==> src/rtl/agdc_timed.sv <==
// agdc_timed: garage door controller with rising-edge activation,
// stop-mid-travel, obstruction auto-reverse and a motor-run watchdog
// that latches a fault. State and motor/fault outputs are registered
// together, so every output reflects the state entered at the last edge.
module agdc_timed #(
  parameter int TIMEOUT_W   = 16,
  parameter int TIMEOUT_CYC = 50000
) (
  input  logic       clk,
  input  logic       rst,
  input  logic       Activate,
  input  logic       UP_Max,
  input  logic       DN_Max,
  input  logic       Obst,
  output logic       UP_M,
  output logic       DN_M,
  output logic       Fault,
  output logic [2:0] State
);

  typedef enum logic [2:0] {
    S_IDLE    = 3'd0,
    S_MV_UP   = 3'd1,
    S_MV_DN   = 3'd2,
    S_STOPPED = 3'd3,
    S_FAULT   = 3'd4
  } state_t;

  // Count value seen on the last permitted motor-on cycle.
  localparam logic [TIMEOUT_W-1:0] CNT_LAST = TIMEOUT_W'(TIMEOUT_CYC - 1);
  localparam logic [TIMEOUT_W-1:0] CNT_MAX  = '1;

  state_t                 state_q, state_d;
  logic [TIMEOUT_W-1:0]   cnt_q, cnt_d;
  logic                   last_dir_q, last_dir_d;
  logic                   act_q;
  logic                   up_m_q, dn_m_q, fault_q;

  logic act_p;
  logic limit_conflict;
  logic timeout_hit;
  logic moving_q;
  logic entering_move;

  assign act_p          = Activate & ~act_q;
  assign limit_conflict = UP_Max & DN_Max;
  assign timeout_hit    = (cnt_q == CNT_LAST);
  assign moving_q       = (state_q == S_MV_UP) || (state_q == S_MV_DN);

  // Next-state decision; a limit conflict overrides everything, and it also
  // keeps the door in FAULT while both limits remain asserted.
  always_comb begin
    state_d = state_q;
    if (limit_conflict) begin
      state_d = S_FAULT;
    end else begin
      unique case (state_q)
        S_IDLE: begin
          if (act_p) state_d = UP_Max ? S_MV_DN : S_MV_UP;
        end
        S_MV_UP: begin
          if (UP_Max)           state_d = S_IDLE;
          else if (timeout_hit) state_d = S_FAULT;
          else if (act_p)       state_d = S_STOPPED;
        end
        S_MV_DN: begin
          if (DN_Max)           state_d = S_IDLE;
          else if (Obst)        state_d = S_MV_UP;
          else if (timeout_hit) state_d = S_FAULT;
          else if (act_p)       state_d = S_STOPPED;
        end
        S_STOPPED: begin
          if (act_p) begin
            if (!last_dir_q) state_d = UP_Max ? S_IDLE : S_MV_UP;
            else             state_d = DN_Max ? S_IDLE : S_MV_DN;
          end
        end
        S_FAULT: begin
          if (act_p) state_d = S_IDLE;
        end
        default: state_d = S_IDLE;
      endcase
    end
  end

  // Watchdog counter and travel direction: cleared/recorded on every entry
  // into a moving state (auto-reverse included), saturating otherwise.
  always_comb begin
    entering_move = ((state_d == S_MV_UP) || (state_d == S_MV_DN)) && (state_d != state_q);
    cnt_d         = cnt_q;
    last_dir_d    = last_dir_q;
    if (entering_move) begin
      cnt_d      = '0;
      last_dir_d = (state_d == S_MV_UP);
    end else if (moving_q && (cnt_q != CNT_MAX)) begin
      cnt_d = cnt_q + 1'b1;
    end
  end

  // State, counter, edge detector and decoded outputs; act_q resets high so a
  // button held through reset does not count as a press.
  always_ff @(posedge clk) begin
    if (!rst) begin
      state_q    <= S_IDLE;
      cnt_q      <= '0;
      last_dir_q <= 1'b0;
      act_q      <= 1'b1;
      up_m_q     <= 1'b0;
      dn_m_q     <= 1'b0;
      fault_q    <= 1'b0;
    end else begin
      state_q    <= state_d;
      cnt_q      <= cnt_d;
      last_dir_q <= last_dir_d;
      act_q      <= Activate;
      up_m_q     <= (state_d == S_MV_UP);
      dn_m_q     <= (state_d == S_MV_DN);
      fault_q    <= (state_d == S_FAULT);
    end
  end

  assign UP_M  = up_m_q;
  assign DN_M  = dn_m_q;
  assign Fault = fault_q;
  assign State = state_q;

endmodule
==> config.mk <==
export PLATFORM = sky130hd
export DESIGN_NAME = agdc_timed
export DESIGN_NICKNAME = d
export VERILOG_FILES = /design/src/rtl/agdc_timed.sv
export SDC_FILE = /design/constraint.sdc
export NUM_CORES = 1
export LEC_CHECK = 0
export BUFFER_PORTS_ARGS = -buffer_cell sky130_fd_sc_hd__buf_2
export CAP_MARGIN = 20
export CORE_MARGIN = 10
export CORE_UTILIZATION = 58
export DETAILED_ROUTE_END_ITERATION = 6
export GPL_ROUTABILITY_DRIVEN = 0
export PLACE_DENSITY_LB_ADDON = 0.05
export REMOVE_ABC_BUFFERS = 1
export SETUP_SLACK_MARGIN = 0.2
export SYNTH_ARGS = -nofsm -noshare
export SYNTH_HDL_FRONTEND = slang
export SYNTH_SLANG_ARGS = --single-unit
export TNS_END_PERCENT = 30
==> constraint.sdc <==
create_clock -name clk -period 3.2 [get_ports clk]
set_clock_uncertainty 0.1 [all_clocks]
set_input_delay 0.32 -clock clk [delete_from_list [all_inputs] [get_ports clk]]
set_output_delay 0.32 -clock clk [all_outputs]
set_load 0.005 [all_outputs]
Word-level counts from Yosys, hierarchy flattened
Index checks and enable logic that the tools add are counted.
Storage, ports and cells
  flip-flop bits (word level): 24
  input port bits: 6
  output and inout port bits: 6
  word-level logic and storage cells: 42
Cells by class
  add/sub/neg operators: 1
  equality and inequality tests: 10
  multiplexer cells: 14
  bitwise gates (word level): 4
  reductions and logical operators: 6
Operators by type and width (count)
  3-bit 2-to-1 mux: 9
  16-bit by 1-bit adder with 16-bit output, second input constant: 1
  16-bit equality test, second input constant: 1
  16-bit inequality test, second input constant: 1
  3-bit case mux with 5 select lines: 1
  3-bit by 2-bit equality test with 1-bit output, second input constant: 3
  3-bit by 1-bit equality test with 1-bit output, second input constant: 2
  3-bit equality test, second input constant: 2
  2-bit 2-to-1 mux: 3
  3-bit logical NOT: 1
  3-bit inequality test: 1
  1-bit bitwise AND: 2
  1-bit logical AND: 2
  1-bit logical OR: 2
  1-bit inverter: 2
  2-bit OR reduction: 1
  1-bit 2-to-1 mux: 1

Longest topological paths before layout
  depth in word-level cells: 12
  mapped depth: 8
  depth with buffers taken out: 7

Worst setup path after synthesis
OpenSTA, ideal clock, no wires.
  path kind: register to register
  start point: reg cnt_q[4]
  end point: reg cnt_q[3]
  library setup time: 115 ps
  arrival: 2247 ps
  data required time: 2985 ps
  path slack: 738 ps
  stages on the path, launching flop included: 8
  path buffers: 1
  cell sequence: dfxtp_1 -> or4b_1 -> nor4_4 -> o21ai_2 -> nor3_4 -> mux2i_2 -> buf_6 -> nor2_1
On the way
  word-level cells in the longest chain between the ends: 10
  elaborated cells on any way between the ends: 15
  classes of those cells: eq/ne (5); mux (6); reduce/logical (4)
RTL lines
  start: declaration: line 34  | logic [TIMEOUT_W-1:0] cnt_q, cnt_d;
  start signal: assignment: line 113  | cnt_q <= cnt_d;
  16-bit equality test: line 47  | assign timeout_hit = (cnt_q == CNT_LAST);
  3-bit 2-to-1 mux: line 69  | else if (timeout_hit) state_d = S_FAULT;
  3-bit 2-to-1 mux: line 68  | else if (Obst) state_d = S_MV_UP;
  3-bit 2-to-1 mux: line 67  | if (DN_Max) state_d = S_IDLE;
  3-bit case mux with 5 select lines: line 57  | unique case (state_q)
  3-bit 2-to-1 mux: line 54  | if (limit_conflict) begin
  3-bit by 1-bit equality test with 1-bit output or 3-bit by 2-bit equality test with 1-bit output (tied branches): line 89  | entering_move = ((state_d == S_MV_UP) || (state_d == S_MV_DN)) && (state_d != state_q);
  1-bit logical OR: line 89
  1-bit logical AND: line 89
  2-bit OR reduction (no line)
Parallel ways exist; a longest one is shown, timed or not.
A chain may end at the register's enable or synchronous reset.

Worst setup path after layout
  start point: reg cnt_q[4]
  end point: reg cnt_q[0]
The elaborated chain is that of the path after synthesis.

==> flow_summary.ini <==
[setup_path]
crit_fanout = 17
critPathLaunchType = flip-flop
critPathRequiredTime_ps = 3320
cp_num_buf_inv = 1
cp_top_family = simple AND/OR/NAND/NOR gates
path_class = flip-flop to flip-flop
critPathArrivalTime_ps = 2680
worst_path_max_delay_cell = or4b_1
cpPeakStageDelay_ps = 560
path_cells = or4b_1 -> nor4_4 -> o21ai_2 -> nor3_4 -> mux2i_2 -> buf_4 -> nor2_1
worstSetupEndpointType = flip-flop

[synth]
syn_area_per_cell_um2 = 8.31
synth_compound_area_share_pct = 13.9
yosysWarningCount = 0
yosysSeqAreaShare_pct = 35.5
synth_top_area_share_pct = 35.5
synthTopCellsByArea = dfxtp_1, nor2_1, xnor2_1
synth.cell_area_mm2 = 0.00136
ys.flop_type = dfxtp_1
synth_cells = 163
synthAdderAreaFrac_pct = 0.923
netlist.top_cell.by_area = dfxtp_1
muxShareOfSynthArea_pct = 1.75
synth-edff-count = 0
synthArstFlopShare_pct = 0
synthXorXnorAreaFrac_pct = 10.3
ys_seq_elements = 24
synth_top_family_by_area = simple AND/OR/NAND/NOR gates
synthSimpleGateAreaFrac_pct = 34.8
yosysUniqueCellTypes = 48

[placement]
dp_cells = 199
place_area_mm2 = 0.00143
port-buffer-count = 11
dpl.hpwl_mm = 2.15

[detailed_routing]
drc_errors = 0
ant_nets = 0
vias_per_cell = 5.86
dr_total_vias = 1190
drt_iter0_drc = 92
wl_per_cell_um = 14.0
drt_wl_total_mm = 2.85
first_pass_iters = 4

[clocking]
ctsResizeCount = 0
clock_path_buffers = 2
post_cts_buffers = 0
hold_buffers = 0
cts_htree_levels = 1
root_buffer = clkbuf_4
clkTransAtPathRegs_ps = 140
worstSkewPairLatency_ps = 320
cts_buffers = 3
cts.sinks = 24
cts_tree = yes

[power_and_ir_drop]
intPower_uw = 397
p_switching_uw = 133
peakVddDrop_v = 0.000257
powerDensity_mw_per_mm2 = 360
p_comb_share_pct = 10.3
p_sw_share_pct = 25.1
seq_power_share_pct = 58.7
p_clk_share_pct = 30.9
p_leak_uw = 0.000542

[hold_path]
min_path_type = input pin to flip-flop

[cells_and_area]
fin_cells = 203
final_area_mm2 = 0.00147
n_fill_cell = 203
final_nets = 183
utilization_pct = 66.4
diodes = 0
layout-drive-gt1-share_pct = 14.3
area_delta_synth_final_pct = 8.40

[floorplanning]
start_util_pct = 61.3
die_w_um = 68.3
die_y_um = 68.3
die_area_mm2 = 0.00467
row_count = 17
core_mm2 = 0.00221
io_pins = 12

[timing]
rsz0062_at_grt = no
tightest_slew_ps = 495
finalHoldViolations = 0
slew_headroom_pct = 66.8
setup_violations = 0
timing.final.crit_period_ps = 2560
fin_crit_sh_pct = 79.8
fmax_mhz = 391
tns_ps = 0
drv_slew = 0

[global_routing]
grt_usage_pct = 13.9
grt_max_degree = 18
antenna_found_initial = 0
grt_pass1_vias = 1125
grt_pass1_wl_mm = 5.19
grt_overflow = 0

[outcome]
outcome = finished clean

[job]
maxCapViolCount = 0
cell usage in the layout, fill, tap and decap left out, types with 2 or more instances in the layout:
master	n
nor2_1	24
nor3b_1	2
buf_2	11
o21bai_1	2
dfxtp_1	24
xor2_1	7
nor3_1	6
nand3_1	9
nand2_1	17
clkbuf_4	3
o211ai_1	2
or3_1	2
a21oi_1	4
nor4b_1	2
buf_4	2
nor4_1	3
and2_1	2
inv_1	3
o21ai_0	3
xnor2_1	9
nand2b_1	4
nand4_1	4
a21boi_0	2
nor2b_1	3
Yosys cell counts (2+ instances only):
cell      instances
nand4_1           4
nor3_1            6
nand2_1          17
nor4b_1           2
o21ai_0           3
xnor2_1           9
and2_1            2
clkbuf_1          3
o211ai_1          2
or3_1             2
nor4_1            3
a21boi_0          2
o21bai_1          2
nand2b_1          4
nand3_1           9
inv_1             3
dfxtp_1          24
nor2b_1           3
xor2_1            7
nor2_1           24
a21oi_1           4
nor3b_1           2
cells by family (layout without fill, tap and decap cells):
kind of cell	after synthesis	in the layout
flops	24	24
buf+inv	8	20
simple gates	87	87
fa+ha+maj	1	1
mux	2	2
compound gates	25	25
xor+xnor	16	16
per-layer routing:
| metal | up-vias | global-route usage, % | wire [um] |
|---|---|---|---|
| met4 | 0 | 4.52 | 43 |
| met1 | 555 | 19.5 | 1430 |
| li1 | 603 | - | - |
| met3 | 5 | 2.94 | 144 |
| met2 | 27 | 20.6 | 1230 |
| met5 | - | 0 | 0 |
power by group through the flow:
| stage | Combinational (uW) | Clock [uW] | Sequential, uW |
|---|---|---|---|
| 6_report | 54.7 | 164 | 311 |
| 5_1_grt | 60.8 | 178 | 312 |
| 4_1_cts | 54.8 | 165 | 311 |
| 3_5_place_dp | 54.6 | 0 | 318 |
| 3_3_place_gp | 52.9 | 0 | 317 |
| 2_1_floorplan | 35.3 | 0 | 316 |
sequential cells by signal (all words and copies together) (netlist names):
signal      cells
DN_M            1
Fault           1
cnt_q          16
State           3
UP_M            1
last_dir_q      1
act_q           1
layout make-up:
class | instances | area (um2) | share of cell area [%]
flip-flops and latches | 24 | 480 | 32.7
well taps | 28 | 35.0 | 2.39
multi-input cells | 131 | 836 | 56.9
inverters | 3 | 11.3 | 0.767
clock buffers | 4 | 36.3 | 2.47
repair buffers | 13 | 70.1 | 4.77
stage by stage:
stage / hold WS, ps / power [uW] / setup WS (ps)
floorplan: 293 / 351 / 661
global placement: 400 / 370 / 763
detailed placement: 424 / 372 / 665
CTS: 93.3 / 531 / 639
global route: 109 / 551 / 513
finish: 91.1 / 530 / 645
worst reg2reg max path, stage by stage (launching register included):
cell and delay [ps]:
dfxtp_1 380, or4b_1 560, nor4_4 440, o21ai_2 150
nor3_4 260, mux2i_2 230, buf_4 240, nor2_1 80
path summary, 6_finish.rpt:
path | start | endpoint | slack (ps) | cells past startpoint
worst min register to register | last_dir_q$_SDFFE_PN0P_ | last_dir_q$_SDFFE_PN0P_ | 440 | 2
worst max-delay path | cnt_q[4]$_SDFFE_PP0P_ | cnt_q[0]$_SDFFE_PP0P_ | 640 | 7
worst min-delay path | Activate | act_q$_SDFF_PN1_ | 90 | 2
worst max register to register | cnt_q[4]$_SDFFE_PP0P_ | cnt_q[0]$_SDFFE_PP0P_ | 640 | 7
Power figures use the tool's default switching activity.
